File: config.mk
export PLATFORM = sky130hd
export DESIGN_NAME = uart_tx_arbiter
export DESIGN_NICKNAME = d
export VERILOG_FILES = /design/src/rtl/uart_tx_arbiter.sv
export SDC_FILE = /design/constraint.sdc
export NUM_CORES = 1
export LEC_CHECK = 0
export ABC_AREA = 1
export ABC_CLOCK_PERIOD_IN_PS = 4000
export BUFFER_PORTS_ARGS = -buffer_cell sky130_fd_sc_hd__buf_2
export CAP_MARGIN = 20
export CORE_ASPECT_RATIO = 0.9
export CORE_MARGIN = 2
export CORE_UTILIZATION = 45
export CTS_CLUSTER_DIAMETER = 30
export DETAILED_ROUTE_END_ITERATION = 6
export GPL_TIMING_DRIVEN = 1
export PLACE_DENSITY_LB_ADDON = 0.3
export SLEW_MARGIN = 10
export SYNTH_ARGS = -nofsm -noshare
export SYNTH_HDL_FRONTEND = slang
export SYNTH_SLANG_ARGS = --single-unit
File: constraint.sdc
create_clock -name clk -period 4 [get_ports clk]
set_input_delay 0.6 -clock clk [delete_from_list [all_inputs] [get_ports clk]]
set_output_delay 0.6 -clock clk [all_outputs]
set_load 0.01 [all_outputs]
File: src/rtl/uart_tx_arbiter.sv
// Round-robin arbiter that shares one UART byte transmitter among N_REQ requesters.
// A grant is held for a whole frame; a watchdog drops stuck transmitters and abandoned frames.
module uart_tx_arbiter #(
  parameter int N_REQ        = 4,
  parameter int DONE_TIMEOUT = 8192,
  parameter int LOCK_TIMEOUT = 65535,
  localparam int ID_W        = (N_REQ > 1) ? $clog2(N_REQ) : 1
) (
  input  logic               clk,
  input  logic               rstn,
  input  logic [N_REQ-1:0]   req_valid,
  input  logic [8*N_REQ-1:0] req_data,
  input  logic [N_REQ-1:0]   req_last,
  output logic [N_REQ-1:0]   req_ready,
  output logic [ID_W-1:0]    grant_id,
  output logic               busy,
  output logic               err_timeout,
  output logic               tx_data_valid,
  output logic [7:0]         tx_data,
  input  logic               tx_done
);

  localparam int SUM_W  = ID_W + 1;
  localparam int WCNT_W = $clog2(DONE_TIMEOUT);
  localparam int LCNT_W = $clog2(LOCK_TIMEOUT + 1);

  localparam logic [WCNT_W-1:0] WAIT_MAX  = WCNT_W'(DONE_TIMEOUT - 1);
  localparam logic [WCNT_W-1:0] WAIT_TERM = WCNT_W'(DONE_TIMEOUT - 2);
  localparam logic [LCNT_W-1:0] LOCK_MAX  = LCNT_W'(LOCK_TIMEOUT - 1);
  localparam logic [LCNT_W-1:0] LOCK_TERM = LCNT_W'(LOCK_TIMEOUT - 2);

  typedef enum logic [1:0] {IDLE, ISSUE, WAIT, LOCK} state_t;

  state_t            state;
  logic [ID_W-1:0]   rr_ptr;
  logic              last_r;
  logic [WCNT_W-1:0] wait_cnt;
  logic [LCNT_W-1:0] lock_cnt;

  logic [ID_W-1:0]   pick;
  logic              pick_ok;
  logic [SUM_W-1:0]  sum;
  logic [ID_W-1:0]   idx;
  logic [ID_W-1:0]   issue_id;
  logic              go_issue;

  assign busy = (state != IDLE);

  function automatic logic [ID_W-1:0] next_id(input logic [ID_W-1:0] id);
    return (id == ID_W'(N_REQ - 1)) ? '0 : id + ID_W'(1);
  endfunction

  // First valid requester at or after rr_ptr, wrapping at N_REQ.
  always_comb begin
    pick    = '0;
    pick_ok = 1'b0;
    sum     = '0;
    idx     = '0;
    for (int i = 0; i < N_REQ; i++) begin
      sum = {1'b0, rr_ptr} + SUM_W'(i);
      if (sum >= SUM_W'(N_REQ)) sum = sum - SUM_W'(N_REQ);
      idx = sum[ID_W-1:0];
      if (!pick_ok && req_valid[idx]) begin
        pick    = idx;
        pick_ok = 1'b1;
      end
    end
  end

  always_comb begin
    issue_id = (state == IDLE) ? pick : grant_id;
    go_issue = 1'b0;
    case (state)
      IDLE:    go_issue = pick_ok;
      WAIT:    go_issue = tx_done && !last_r && req_valid[grant_id];
      LOCK:    go_issue = req_valid[grant_id];
      default: go_issue = 1'b0;
    endcase
  end

  // Timeouts fire on the edge where a counter reaches its terminal value,
  // so the registered err_timeout pulse coincides with that count.
  always_ff @(posedge clk or negedge rstn) begin
    if (!rstn) begin
      state         <= IDLE;
      rr_ptr        <= '0;
      grant_id      <= '0;
      last_r        <= 1'b0;
      wait_cnt      <= '0;
      lock_cnt      <= '0;
      req_ready     <= '0;
      err_timeout   <= 1'b0;
      tx_data_valid <= 1'b0;
      tx_data       <= '0;
    end else begin
      req_ready     <= '0;
      err_timeout   <= 1'b0;
      tx_data_valid <= 1'b0;
      case (state)
        IDLE: begin
          if (pick_ok) begin
            grant_id <= pick;
            state    <= ISSUE;
          end
        end
        ISSUE: begin
          wait_cnt <= '0;
          state    <= WAIT;
        end
        WAIT: begin
          if (tx_done) begin
            if (last_r) begin
              rr_ptr <= next_id(grant_id);
              state  <= IDLE;
            end else if (req_valid[grant_id]) begin
              state <= ISSUE;
            end else begin
              lock_cnt <= '0;
              state    <= LOCK;
            end
          end else if (wait_cnt == WAIT_TERM) begin
            wait_cnt    <= WAIT_MAX;
            err_timeout <= 1'b1;
            rr_ptr      <= next_id(grant_id);
            state       <= IDLE;
          end else if (wait_cnt != WAIT_MAX) begin
            wait_cnt <= wait_cnt + WCNT_W'(1);
          end
        end
        LOCK: begin
          if (req_valid[grant_id]) begin
            state <= ISSUE;
          end else if (lock_cnt == LOCK_TERM) begin
            lock_cnt    <= LOCK_MAX;
            err_timeout <= 1'b1;
            rr_ptr      <= next_id(grant_id);
            state       <= IDLE;
          end else if (lock_cnt != LOCK_MAX) begin
            lock_cnt <= lock_cnt + LCNT_W'(1);
          end
        end
        default: state <= IDLE;
      endcase
      if (go_issue) begin
        tx_data_valid <= 1'b1;
        tx_data       <= req_data[{issue_id, 3'b000} +: 8];
        req_ready     <= N_REQ'(1) << issue_id;
        last_r        <= req_last[issue_id];
      end
    end
  end

endmodule

==> flow_metrics.py, run 1 <==
metrics = {
    "run_status": {
        "status": "completed",
    },
    "clock_network": {
        "cts_max_path_buffers": 2,
        "cts_buffers": 5,
        "cts_tree": "built",
        "hold_buffers": 0,
        "insertion_delay_ns": 0.31,
        "clk_pin_slew_ns": 0.10,
        "cts-resized-gates": 0,
        "cts_root_buf": "clkbuf_8",
        "htreeDepth": 2,
        "cts.sinks": 50,
        "post-cts-setup-buffers": 0,
    },
    "die": {
        "die_h_um": 85.9,
        "boundaryPins": 60,
        "rows": 29,
        "core_area_mm2": 0.00715,
        "die_w_um": 95.0,
        "dieArea_mm2": 0.00815,
        "initial_core_util": 0.469,
    },
    "route": {
        "drt-pass1-iter-count": 5,
        "drt.antenna.violating_nets": 0,
        "drt-total-wl_mm": 7.54,
        "drc": 0,
        "first_iter_violations": 151,
        "routedWlPerCell_um": 11.9,
        "viasPerCell": 5.11,
        "vias": 3234,
    },
    "placement": {
        "dp.final_hpwl_mm": 5.64,
        "place.gp.congestion": 0.957,
        "port_buffers": 59,
        "post-place-ws_ns": 1.15,
    },
    "power_and_ir_drop": {
        "fin_total_pwr_mw": 2.62,
        "leakage_nw": 2.01,
        "power_density_mw_per_mm2": 689,
        "vdd_drop_max_uv": 686,
    },
    "finish": {
        "drive_gt1_frac": 0.183,
        "antenna_cells": 0,
        "seq_area_mm2": 0.00125,
        "nNetsFinal": 588,
        "fillers": 692,
        "multi_input_area_mm2": 0.00180,
        "area_growth_pct": 13.5,
    },
    "sta": {
        "slew_headroom": 0.585,
        "post-route-min-period_ns": 2.87,
        "finalSetupViolCount": 0,
        "finalMaxSlewViolations": 0,
        "rsz0062_at_grt": "no",
        "tns_ns": 0,
        "worst_pin_slew_ns": 0.622,
        "hold_viol_final": 0,
        "fmax_mhz": 348,
        "fin_ws_ns": 1.13,
        "skew_ns": 0.0161,
        "fin_crit_sh": 0.719,
        "worst_hold_slack_ns": 0.375,
    },
    "critical_path": {
        "cp-end-kind": "flip-flop",
        "critPathBufInv": 1,
        "cp.required_ns": 4.25,
        "worst_setup_path_start_kind": "flip-flop",
        "r2r-start": "rr_ptr[0]",
        "crit_slowest_cell": "nand2_1",
        "critPathArrivalTime_ns": 3.13,
        "path_class": "reg -> reg",
        "crit_path_frequent_cell": "nand2_1",
        "cp.depth": 16,
        "path_cells": "inv_2 -> nand2_1 -> nand2_1 -> nand2_1 -> nand2_2 -> nor2_4 -> nand3_1 -> nand2_1 -> nand3_2 -> nand2_1 -> nand2_1 -> nand2_1 -> nand2_1 -> nand2_1 -> nand2_1 -> nand2_1",
        "crit_path_start": "rr_ptr[0]",
        "critPathTopFamily": "simple AND/OR/NAND/NOR gates",
        "crit_fanout": 21,
        "max_stage_delay_ns": 0.65,
        "reg2reg_depth": 16,
    },
    "synth": {
        "synth_top_flop_cell": "dfrtp_1",
        "synth-edff-count": 0,
        "ys_ff_latch": 50,
        "syn_inst": 483,
        "syn_area_per_cell_um2": 6.94,
        "yosysUniqueCellTypes": 34,
        "synth_top_cell_by_area": "dfrtp_1",
        "async_reset_ff_frac": 1.00,
        "synth_top_area_frac": 0.373,
        "ys_top_cells_by_count": "nand2_1 (172), inv_1 (52), dfrtp_1 (50)",
        "yosysMostFrequentCell": "nand2_1",
        "syn_area_mm2": 0.00335,
        "synth.top_cells.by_area": "dfrtp_1 (37%), nand2_1 (19%), inv_1 (5.8%)",
        "yosys_warnings": 0,
        "syn_nets": 532,
        "seq_area_frac_synth": 0.373,
    },
    "min_path": {
        "hp-class": "in -> async",
    },
    "global_route": {
        "grt_pass1_wl_mm": 13.5,
        "first_global_vias": 3113,
        "antenna_found_initial": 0,
        "grt_max_degree": 51,
        "gr-total-overflow": 0,
        "grtUsageTotal": 0.201,
    },
    "run": {
        "cap_violations": 0,
    },
}
[placed cells by master, fill, tap and decap left out]
master / synthesis / final
a21oi_1: 16 / 16
a21oi_4: 1 / 1
a22o_1: 2 / 2
a22oi_1: 1 / 1
a31oi_1: 2 / 2
and2_1: 1 / 1
buf_2: 5 / 59
buf_4: 4 / 3
bufinv_16: 0 / 1
clkbuf_1: 1 / 1
clkbuf_8: 0 / 5
clkinvlp_4: 0 / 1
dfrtp_1: 50 / 50
ha_1: 6 / 6
inv_1: 52 / 52
inv_2: 4 / 4
nand2_1: 172 / 172
nand2_2: 3 / 3
nand3_1: 25 / 25
nand3_2: 13 / 13
nand4_1: 7 / 7
nand4_2: 1 / 1
nor2_1: 30 / 30
nor2_2: 4 / 4
nor2_4: 1 / 1
nor3_1: 13 / 13
nor3b_1: 1 / 1
o21ai_0: 38 / 38
o21ai_1: 7 / 7
o21ai_2: 1 / 1
o21ai_4: 1 / 1
o22ai_1: 8 / 8
o31ai_1: 1 / 1
o32ai_1: 1 / 1
or2_2: 1 / 1
xor2_1: 7 / 7
[path summary, 6_finish.rpt]
kind | end | slack [ns]
min in group clk | tx_data[1] | 0.48
worst max register to register | last_r | 1.13
worst min-delay path | wait_cnt[10] | 0.37
worst min register to register | tx_data[1] | 0.48
max in group asynchronous | grant_id[1] | 3.19
worst max-delay path | last_r | 1.13
[kinds of logic after synthesis]
group	Yosys count	share of synthesized area
buffers and inverters	69	0.0904
AND/OR/NAND/NOR	272	0.361
AO/OA/AOI/OAI	79	0.134
flip-flops	50	0.373
XOR/XNOR	7	0.0183
adder cells (fa/ha/maj)	6	0.0224
[metal layers]
metal,GRT usage,routed length [um]
met2,0.339,3490
met5,0,0
met3,0.0334,334
met1,0.276,3660
met4,0.0356,63
[registers in the layout (all words and copies together) (netlist names)]
register and flops:
grant_id 2, tx_data 8, err_timeout 1, req_ready 4, state 2, tx_data_valid 1, last_r 1, rr_ptr 2
wait_cnt 13, lock_cnt 16
[power by group]
group / switching [mW] / internal [mW] / leakage [nW]
sequential: 0.143 / 0.657 / 0.666
combinational: 0.977 / 0.481 / 1.30
clock: 0.175 / 0.187 / 0.0514
[per-stage QoR]
step                area [um^2]  utilization  cells
floorplan                  3350            -    483
global placement           3690        0.517    625
detailed placement         3690        0.517    625
CTS                        3800        0.532    633
global route               3800        0.532    633
finish                     3800        0.532    633
[layout make-up]
cell class / count / area share
clock buffers: 6 / 0.0191
clock inverters: 2 / 0.00987
inverters: 56 / 0.0553
multi-input cells: 364 / 0.473
flip-flops and latches: 50 / 0.329
well taps: 93 / 0.0306
repair buffers: 62 / 0.0836
(Power assumes the default switching activity.)
==> inputs of run 2 (changes only) <==
Settings changed: ABC_CLOCK_PERIOD_IN_PS 4000 to 2500.
Clock period 4 ns to 2.5 ns, I/O delays scaled along.
==> run 2 against run 1 <==
Against the previous run: global-route usage decreased by 0.18 points; total power increased by 60%; combinational power increased by 65%; maximum frequency up 29%; register-to-register slack got worse by 0.86 ns; sequential power increased by 60%; largest cell class unchanged; largest power group unchanged; highest routed layer unchanged.
==> flow_metrics.py, run 2 (synthesis results as in run 1) <==
metrics = {
    "run_status": {
        "status": "completed",
    },
    "sta": {
        "finalMaxSlewViolations": 0,
        "worst_pin_slew_ns": 0.617,
        "skew_ns": 0.00901,
        "fmax_mhz": 448,
        "post-route-min-period_ns": 2.23,
        "slew_headroom": 0.589,
        "hold_viol_final": 0,
        "tns_ns": 0,
        "fin_crit_sh": 0.892,
        "finalSetupViolCount": 0,
        "rsz0062_at_grt": "no",
    },
    "clock_network": {
        "cts.sinks": 50,
        "cts-resized-gates": 0,
        "insertion_delay_ns": 0.31,
        "cts_root_buf": "clkbuf_8",
        "hold_buffers": 0,
        "htreeDepth": 2,
        "cts_tree": "built",
        "post-cts-setup-buffers": 0,
        "cts_max_path_buffers": 2,
        "cts_buffers": 5,
        "clk_pin_slew_ns": 0.10,
    },
    "critical_path": {
        "worst_setup_path_start_kind": "flip-flop",
        "crit_fanout": 14,
        "cp-end-kind": "flip-flop",
        "critPathArrivalTime_ns": 2.44,
        "path_class": "reg -> reg",
        "cp.required_ns": 2.71,
    },
    "finish": {
        "drive_gt1_frac": 0.191,
        "final_cell_mix": "nand2_1 (172), buf_2 (59), inv_1 (52), dfrtp_1 (50), o21ai_0 (38)",
        "utilization": 0.535,
        "final_common_cell": "nand2_1",
        "area_growth_pct": 14.0,
        "nNetsFinal": 592,
        "largest_reg_flops": 16,
        "antenna_cells": 0,
        "reg_top3": "lock_cnt (16), wait_cnt (13), tx_data (8)",
        "top_register": "lock_cnt",
    },
    "die": {
        "initial_core_util": 0.469,
        "dieArea_mm2": 0.00815,
        "die_h_um": 85.9,
        "boundaryPins": 60,
        "core_area_mm2": 0.00715,
        "die_w_um": 95.0,
        "rows": 29,
    },
    "global_route": {
        "grt_pass1_wl_mm": 13.1,
        "antenna_found_initial": 0,
        "grt_max_degree": 51,
        "grtUsageTotal": 0.199,
        "first_global_vias": 2993,
        "gr-total-overflow": 0,
    },
    "min_path": {
        "hp-class": "in -> async",
    },
    "route": {
        "first_iter_violations": 153,
        "drc": 0,
        "drt.antenna.violating_nets": 0,
        "vias": 3165,
        "drt-total-wl_mm": 7.55,
        "viasPerCell": 4.97,
        "routedWlPerCell_um": 11.9,
        "drt-pass1-iter-count": 4,
    },
    "power_and_ir_drop": {
        "vdd_drop_max_uv": 975,
        "power_density_mw_per_mm2": 1100,
        "leakage_nw": 2.03,
    },
    "placement": {
        "port_buffers": 59,
        "dp.final_hpwl_mm": 5.66,
        "place.gp.congestion": 0.871,
    },
    "run": {
        "cap_violations": 0,
    },
}
-- run 2: final timing paths --
check | from | endpoint | slack, ns | depth (start not counted)
max | rr_ptr[0] | tx_data[4] | 0.27 | 15
max reg2reg | rr_ptr[0] | tx_data[4] | 0.27 | 15
min | rstn | wait_cnt[10] | 0.14 | 2
min in group clk | req_data[29] | tx_data[5] | 0.44 | 7
max in group asynchronous | rstn | last_r | 1.93 | 2
min reg2reg | tx_data[0] | tx_data[0] | 0.49 | 2
-- run 2: cell type report --
class                           count  area (um^2)
Clock inverter                      2         16.3
Sequential cell                    50         1250
Tap cell                           93          116
Inverter                           56          210
Fill cell                         705         3330
Clock buffer                        6         82.6
Multi-Input combinational cell    364         1800
Timing Repair Buffer               66          348
-- run 2: report_power, final --
group | total, mW | internal, mW | leakage [nW] | switching, mW
sequential | 1.28 | 1.05 | 0.666 | 0.229
combinational | 2.41 | 0.822 | 1.32 | 1.59
clock | 0.510 | 0.228 | 0.0478 | 0.282
total | 4.20 | 2.10 | 2.03 | 2.10
-- run 2: worst max-delay path: stages (launching register included) --
cell and delay, ns:
dfrtp_1 0.55, inv_2 0.13, nand2_1 0.08, nand2_1 0.08
nand2_1 0.10, nand2_2 0.07, nor2_4 0.12, nand2_1 0.06
nor2_1 0.09, inv_1 0.06, nand2_1 0.09, inv_2 0.06
a21oi_4 0.31, inv_2 0.17, nand2_1 0.11, nand2_1 0.05
-- run 2: metal layers --
metal / up-vias / wire length, um / global-route usage
met5: - / 0 / 0
met4: 0 / 86 / 0.0540
met3: 7 / 291 / 0.0308
met2: 66 / 3540 / 0.340
met1: 1414 / 3640 / 0.263
li1: 1678 / - / -
-- run 2: per-stage QoR --
stage / hold slack, ns / instance area, um^2 / setup WS (ns) / power, mW / cells
detailed placement: 0.465 / 3720 / 0.314 / 3.70 / 629
CTS: 0.180 / 3820 / 0.297 / 4.21 / 637
floorplan: 0.0794 / 3350 / 0.733 / 3.19 / 483
finish: 0.140 / 3820 / 0.270 / 4.20 / 637
global placement: 0.460 / 3720 / 0.430 / 3.63 / 629
global route: 0.219 / 3820 / 0.0454 / 4.64 / 637
